[src/rtl/i2c_slave_regfile.sv]
// I2C target at a single 7-bit address. It maps I2C writes and reads onto a register-file
// port that has an auto-incrementing 8-bit pointer. SDA is open-drain and SCL is never stretched.
module i2c_slave_regfile #(
  parameter logic [6:0] SLAVE_ADDR = 7'h2C,
  parameter int         FILTER_LEN = 3
) (
  input  logic       wb_clk_i,
  input  logic       arst_i,
  input  logic       scl_pad_i,
  input  logic       sda_pad_i,
  output logic       sda_pad_o,
  output logic       sda_padoen_o,
  output logic [7:0] reg_addr_o,
  output logic       wr_o,
  output logic [7:0] wr_data_o,
  output logic       rd_o,
  input  logic [7:0] rd_data_i,
  output logic       busy_o
);

  localparam logic [3:0] ST_IDLE      = 4'd0;
  localparam logic [3:0] ST_ADDR      = 4'd1;
  localparam logic [3:0] ST_ADDR_ACK  = 4'd2;
  localparam logic [3:0] ST_PTR       = 4'd3;
  localparam logic [3:0] ST_PTR_ACK   = 4'd4;
  localparam logic [3:0] ST_WDATA     = 4'd5;
  localparam logic [3:0] ST_WDATA_ACK = 4'd6;
  localparam logic [3:0] ST_RDATA     = 4'd7;
  localparam logic [3:0] ST_RDATA_ACK = 4'd8;
  localparam logic [3:0] ST_IGNORE    = 4'd9;

  localparam logic [2:0] FL_M1 = 3'(FILTER_LEN - 1);

  // Bit 1 carries SCL and bit 0 carries SDA throughout the input path.
  logic [1:0] sync_p0, sync_p1;
  logic [1:0] filt_p2, filt_p3;
  logic [2:0] flt_cnt [2];

  logic       scl_f, scl_q, sda_f, sda_q;
  logic       scl_rise, scl_fall, start_det, stop_det;
  logic [7:0] byte_in;
  logic       addr_hit;

  logic [3:0] state;
  logic [3:0] bit_cnt;
  logic [6:0] sr;
  logic       rw;
  logic       ack_on;
  logic       inc_pend;
  logic       sda_drv_low;

  // Stage p0/p1: two-flop synchronizer; the bus idles high
  always_ff @(posedge wb_clk_i or negedge arst_i) begin
    if (!arst_i) begin
      sync_p0 <= 2'b11;
      sync_p1 <= 2'b11;
    end else begin
      sync_p0 <= {scl_pad_i, sda_pad_i};
      sync_p1 <= sync_p0;
    end
  end

  // Stage p2: glitch filter (a level change needs FILTER_LEN equal samples); p3 keeps the previous filtered level for edge detection
  always_ff @(posedge wb_clk_i or negedge arst_i) begin
    if (!arst_i) begin
      filt_p2 <= 2'b11;
      filt_p3 <= 2'b11;
      for (int i = 0; i < 2; i++) flt_cnt[i] <= 3'd0;
    end else begin
      filt_p3 <= filt_p2;
      for (int i = 0; i < 2; i++) begin
        if (sync_p1[i] == filt_p2[i]) begin
          flt_cnt[i] <= 3'd0;
        end else if (flt_cnt[i] == FL_M1) begin
          filt_p2[i] <= sync_p1[i];
          flt_cnt[i] <= 3'd0;
        end else begin
          flt_cnt[i] <= flt_cnt[i] + 3'd1;
        end
      end
    end
  end

  assign scl_f = filt_p2[1];
  assign scl_q = filt_p3[1];
  assign sda_f = filt_p2[0];
  assign sda_q = filt_p3[0];

  // START/STOP require SCL high on both samples, so an SCL edge in the same cycle wins.
  assign scl_rise  = scl_f & ~scl_q;
  assign scl_fall  = ~scl_f & scl_q;
  assign start_det = scl_f & scl_q & sda_q & ~sda_f;
  assign stop_det  = scl_f & scl_q & ~sda_q & sda_f;

  assign byte_in  = {sr, sda_f};
  assign addr_hit = (byte_in[7:1] == SLAVE_ADDR) && (SLAVE_ADDR != 7'd0);

  assign sda_pad_o    = 1'b0;
  assign sda_padoen_o = ~sda_drv_low;

  // Stage p4: protocol FSM and register-file port
  always_ff @(posedge wb_clk_i or negedge arst_i) begin
    if (!arst_i) begin
      state       <= ST_IDLE;
      bit_cnt     <= 4'd0;
      sr          <= 7'd0;
      rw          <= 1'b0;
      ack_on      <= 1'b0;
      inc_pend    <= 1'b0;
      sda_drv_low <= 1'b0;
      reg_addr_o  <= 8'd0;
      wr_o        <= 1'b0;
      wr_data_o   <= 8'd0;
      rd_o        <= 1'b0;
      busy_o      <= 1'b0;
    end else begin
      wr_o <= 1'b0;
      rd_o <= 1'b0;
      if (inc_pend) begin
        reg_addr_o <= reg_addr_o + 8'd1;
        inc_pend   <= 1'b0;
      end

      if (scl_rise) begin
        case (state)
          ST_ADDR, ST_PTR, ST_WDATA: begin
            sr <= byte_in[6:0];
            if (bit_cnt == 4'd7) begin
              bit_cnt <= 4'd0;
              case (state)
                ST_ADDR: begin
                  if (addr_hit) begin
                    state  <= ST_ADDR_ACK;
                    busy_o <= 1'b1;
                    rw     <= sda_f;
                  end else begin
                    state <= ST_IGNORE;
                  end
                end
                ST_PTR: begin
                  reg_addr_o <= byte_in;
                  state      <= ST_PTR_ACK;
                end
                default: begin
                  wr_o      <= 1'b1;
                  wr_data_o <= byte_in;
                  inc_pend  <= 1'b1;
                  state     <= ST_WDATA_ACK;
                end
              endcase
            end else begin
              bit_cnt <= bit_cnt + 4'd1;
            end
          end
          ST_RDATA: bit_cnt <= bit_cnt + 4'd1;
          ST_RDATA_ACK: begin
            if (!sda_f) begin
              inc_pend <= 1'b1;
              ack_on   <= 1'b1;
            end else begin
              state <= ST_IGNORE;
            end
          end
          default: ;
        endcase
      end else if (scl_fall) begin
        case (state)
          ST_ADDR_ACK, ST_PTR_ACK, ST_WDATA_ACK: begin
            if (!ack_on) begin
              sda_drv_low <= 1'b1;
              ack_on      <= 1'b1;
            end else begin
              ack_on  <= 1'b0;
              bit_cnt <= 4'd0;
              if (state == ST_ADDR_ACK && rw) begin
                sr          <= rd_data_i[6:0];
                sda_drv_low <= ~rd_data_i[7];
                rd_o        <= 1'b1;
                state       <= ST_RDATA;
              end else begin
                sda_drv_low <= 1'b0;
                state       <= (state == ST_ADDR_ACK) ? ST_PTR : ST_WDATA;
              end
            end
          end
          ST_RDATA: begin
            if (bit_cnt == 4'd8) begin
              sda_drv_low <= 1'b0;
              bit_cnt     <= 4'd0;
              state       <= ST_RDATA_ACK;
            end else begin
              sda_drv_low <= ~sr[6];
              sr          <= {sr[5:0], 1'b0};
            end
          end
          ST_RDATA_ACK: begin
            if (ack_on) begin
              ack_on      <= 1'b0;
              bit_cnt     <= 4'd0;
              sr          <= rd_data_i[6:0];
              sda_drv_low <= ~rd_data_i[7];
              rd_o        <= 1'b1;
              state       <= ST_RDATA;
            end
          end
          default: ;
        endcase
      end else if (start_det) begin
        state       <= ST_ADDR;
        bit_cnt     <= 4'd0;
        ack_on      <= 1'b0;
        sda_drv_low <= 1'b0;
        busy_o      <= 1'b0;
      end else if (stop_det) begin
        state       <= ST_IDLE;
        bit_cnt     <= 4'd0;
        ack_on      <= 1'b0;
        sda_drv_low <= 1'b0;
        busy_o      <= 1'b0;
      end
    end
  end

endmodule

[config.mk]
export PLATFORM = sky130hd
export DESIGN_NAME = i2c_slave_regfile
export DESIGN_NICKNAME = d
export VERILOG_FILES = /design/src/rtl/i2c_slave_regfile.sv
export SDC_FILE = /design/constraint.sdc
export NUM_CORES = 1
export LEC_CHECK = 0
export CAP_MARGIN = 40
export CORE_MARGIN = 3
export CORE_UTILIZATION = 34
export CTS_BUF_LIST = sky130_fd_sc_hd__clkbuf_16
export CTS_CLUSTER_SIZE = 14
export DETAILED_ROUTE_END_ITERATION = 8
export DONT_BUFFER_PORTS = 1
export GPL_TIMING_DRIVEN = 1
export REMOVE_ABC_BUFFERS = 1
export SLEW_MARGIN = 40
export SYNTH_ARGS = -nofsm -noshare
export SYNTH_HDL_FRONTEND = slang
export SYNTH_SLANG_ARGS = --single-unit
[constraint.sdc]
create_clock -name wb_clk_i -period 6 [get_ports wb_clk_i]
set_input_delay 1.2 -clock wb_clk_i [delete_from_list [all_inputs] [get_ports wb_clk_i]]
set_output_delay 1.2 -clock wb_clk_i [all_outputs]
set_load 0.05 [all_outputs]
==> results.sh <==
export IMPL_outcome="complete, no violations"
export IMPL_worstSetupEndpointType="flop"
export IMPL_critPathKind="flop to flop"
export IMPL_reg2reg_slack_ns=3.37
export IMPL_start_kind="flop"
export IMPL_num_rows=32
export IMPL_sequentialPowerShare=0.399
export IMPL_drive_above_1_share=0.185
export IMPL_holdCritPathClass="flop to flop"
export IMPL_remaining_drc_errors=0
export IMPL_cts_tree="built"
export IMPL_hold_buffers=0
export IMPL_drt_total_wl_um=5890
export IMPL_critical_path_buf_inv_count=1
export IMPL_relSlewSlack=0.488
export IMPL_skew_ns=0.00534
export IMPL_power_leakage_nw=1.27
export IMPL_period_minus_slack_ns=2.63
export IMPL_gp_congestion=0.908
export IMPL_max_stage_delay_ns=0.57
export IMPL_cp_required_ns=6.18
export IMPL_fill_cells=755
export IMPL_grt_util_all_layers=0.140
export IMPL_antenna_found_initial=0
export IMPL_ctsResizeCount=0
export IMPL_path_cells="ha_1, clkinv_1, a221oi_4, mux2_2"
export IMPL_finalCoreUtilization=0.389
export IMPL_grt_pass1_wl_um=10100
export IMPL_p_int_w=0.000901
export IMPL_grt_overflow=0
export IMPL_final_max_slew_viol_count=0
export IMPL_reg2reg_depth=4
export IMPL_clock_fmax_ghz=0.380
export IMPL_final_nets=282
export IMPL_finalCritPeriodShare=0.439
export IMPL_p_comb_frac=0.352
export IMPL_power_switching_w=0.000560
export IMPL_final_cell_mix="44 x dfrtp_1, 28 x nand2_1, 22 x mux2_2"
export IMPL_portBuffers=0
export IMPL_hold_viol_final=0
export IMPL_path_clk_slew_ns=0.07
export IMPL_root_buffer="clkbuf_16"
export IMPL_dieWidth_um=96.1
export IMPL_worstPathArrival_ns=2.81
export IMPL_final_setup_tns_ns=0
export IMPL_seq_area_frac_synth=0.475
export IMPL_grt_pass1_vias=1932
export IMPL_synthCells=266
export IMPL_clock_path_buffers=2
export IMPL_sw_frac_of_total=0.383
export IMPL_vias=1947
export IMPL_ant_nets=0
export IMPL_final_common_cell="dfrtp_1"
export IMPL_clk_latency_ns=0.29
export IMPL_r2r_start="filt_p2[1]"
export IMPL_ir_drop_mv=0.263
export IMPL_holdCritStartpoint="sync_p0[0]"
export IMPL_wl_per_cell_um=16.0
export IMPL_min_to="sync_p1[0]"
export IMPL_use_met3=0.0352
export IMPL_dp_hpwl_um=4170
export IMPL_grt_max_degree=53
export IMPL_ioPinCount=33
export IMPL_dp_cells=359
export IMPL_maxCapViolCount=0
export IMPL_holdWs_ns=0.358
export IMPL_dr_pass1_iters=4
export IMPL_yosys_most_used_dff="dfrtp_1"
export IMPL_use_met2=0.203
export IMPL_drt_iter0_drc=129
export IMPL_synth_cell_type_count=54
export IMPL_cts_setup_buffers=0
export IMPL_die_y_um=96.1
export IMPL_synth_edf_count=0
export IMPL_start_util=0.354
export IMPL_dieArea_mm2=0.00924
export IMPL_hold_depth=0
export IMPL_area_growth_pct=9.92
export IMPL_fin_cells=367
export IMPL_power_density_mw_per_mm2=481
export IMPL_vias_per_cell=5.31
export IMPL_cts_sinks=52
export IMPL_core_area_mm2=0.00781
export IMPL_async_flop_share=1.00
export IMPL_rsz0062_at_grt="false"
export IMPL_cts_made_buffers=5
export IMPL_syn_cell_area_mm2=0.00276
export IMPL_htree_levels=2
export IMPL_ys_warn_count=0
export IMPL_met1_usage=0.203
export IMPL_syn_area_per_cell_um2=10.4
export IMPL_antenna_cells=0
export IMPL_crit_fanout=15
export IMPL_gr_max_usage_layer="met2"
export IMPL_cp_top_family="flip-flops"
export IMPL_ys_seq_elements=52
export IMPL_tightestPinTransition_ns=0.761
export IMPL_rr_endpoint="sr[5]"
export IMPL_setup_viol=0
export IMPL_slowest_stage="dfstp_2"
export IMPL_pwr_share_clk=0.249
[per-stage QoR]
| step | cell area, µm² | power, W | setup WS, ns |
|---|---|---|---|
| floorplan | 2710 | 0.000964 | 3.59 |
| global placement | 2850 | 0.00109 | 3.46 |
| detailed placement | 2850 | 0.00109 | 3.38 |
| CTS | 3040 | 0.00146 | 3.37 |
| global route | 3040 | 0.00156 | 3.25 |
| finish | 3040 | 0.00146 | 3.37 |
[layout make-up]
cell class                      count  area [µm²]  area share
Clock inverter                      3        63.8      0.0210
Tap cell                          102         128      0.0420
Inverter                            9        33.8      0.0111
Sequential cell                    52        1310       0.432
Timing Repair Buffer                2        15.0     0.00494
Multi-Input combinational cell    194        1360       0.448
Clock buffer                        5         125      0.0412
[flip-flops by register name, indices dropped and copies added (netlist names), 2 cells and up]
register    count
bit_cnt         4
filt_p2         2
filt_p3         2
flt_cnt         6
reg_addr_o      8
sr              7
state           4
sync_p0         2
sync_p1         2
wr_data_o       8
[worst reg2reg max path, delay by kind of cell, from the launching register on]
family | cells | cell delay [ns]
multiplexers | 1 | 0.39
flip-flops | 1 | 0.57
buffers and inverters | 1 | 0.46
AO/OA/AOI/OAI | 1 | 0.57
adder cells (fa/ha/maj) | 1 | 0.54
[power groups by stage]
| stage | combinational, W | sequential (W) | clock [W] |
|---|---|---|---|
| after floorplan | 0.000417 | 0.000546 | 0 |
| after global placement | 0.000506 | 0.000586 | 0 |
| after detailed placement | 0.000507 | 0.000587 | 0 |
| after CTS | 0.000512 | 0.000581 | 0.000372 |
| after global routing | 0.000567 | 0.000600 | 0.000391 |
| final | 0.000514 | 0.000582 | 0.000364 |
[logic make-up (layout without fill, tap and decap cells)]
group	count (synthesis)	count (layout)	share of synthesized area
AO/OA/AOI/OAI	61	61	0.149
XOR/XNOR	12	12	0.0380
adder cells (fa/ha/maj)	6	6	0.0272
buffers and inverters	20	19	0.0331
flip-flops	52	52	0.475
multiplexers	26	26	0.104
other	1	1	0.00136
AND/OR/NAND/NOR	88	88	0.173
[cell usage after synthesis (all sizes together), types with 2 or more instances]
library cell | instances | share of area
dfrtp | 44 | 0.40
nand2 | 29 | 0.040
mux2 | 22 | 0.090
a21oi | 18 | 0.033
o21ai | 18 | 0.033
nor2 | 15 | 0.020
nor3 | 9 | 0.018
xor2 | 9 | 0.029
dfstp | 8 | 0.076
inv | 8 | 0.011
nor2b | 7 | 0.016
buf | 6 | 0.014
ha | 6 | 0.027
nand3 | 6 | 0.011
clkbuf | 5 | 0.0068
mux2i | 4 | 0.014
nand2b | 4 | 0.0091
a22o | 3 | 0.0095
nand4 | 3 | 0.0068
nor3b | 3 | 0.0082
xnor2 | 3 | 0.0095
a211oi | 2 | 0.0072
a31oi | 2 | 0.0045
a41oi | 2 | 0.0063
and3b | 2 | 0.0063
nand3b | 2 | 0.0054
nor4 | 2 | 0.0068
nor4b | 2 | 0.012
o211ai | 2 | 0.0054
o21ba | 2 | 0.0072
o32a | 2 | 0.0072
[layer usage]
layer | routed length (µm) | vias up | part of all wire
met3 | 374 | 10 | 0.064
met1 | 2820 | 949 | 0.48
li1 | - | 942 | -
met2 | 2590 | 46 | 0.44
met4 | 106 | 0 | 0.018
met5 | 0 | - | 0
[worst max-delay path by stage]
stage                     startpoint            to  cells after the start
after detailed placement  filt_p2[1]         sr[6]                      4
after floorplan           filt_p2[1]  wr_data_o[0]                      4
after CTS                 filt_p2[1]         sr[5]                      4
final                     filt_p2[1]         sr[5]                      4
after global routing      filt_p2[1]         sr[5]                      4
after global placement    filt_p2[1]         sr[1]                      4
Power figures use the tool's default switching activity.
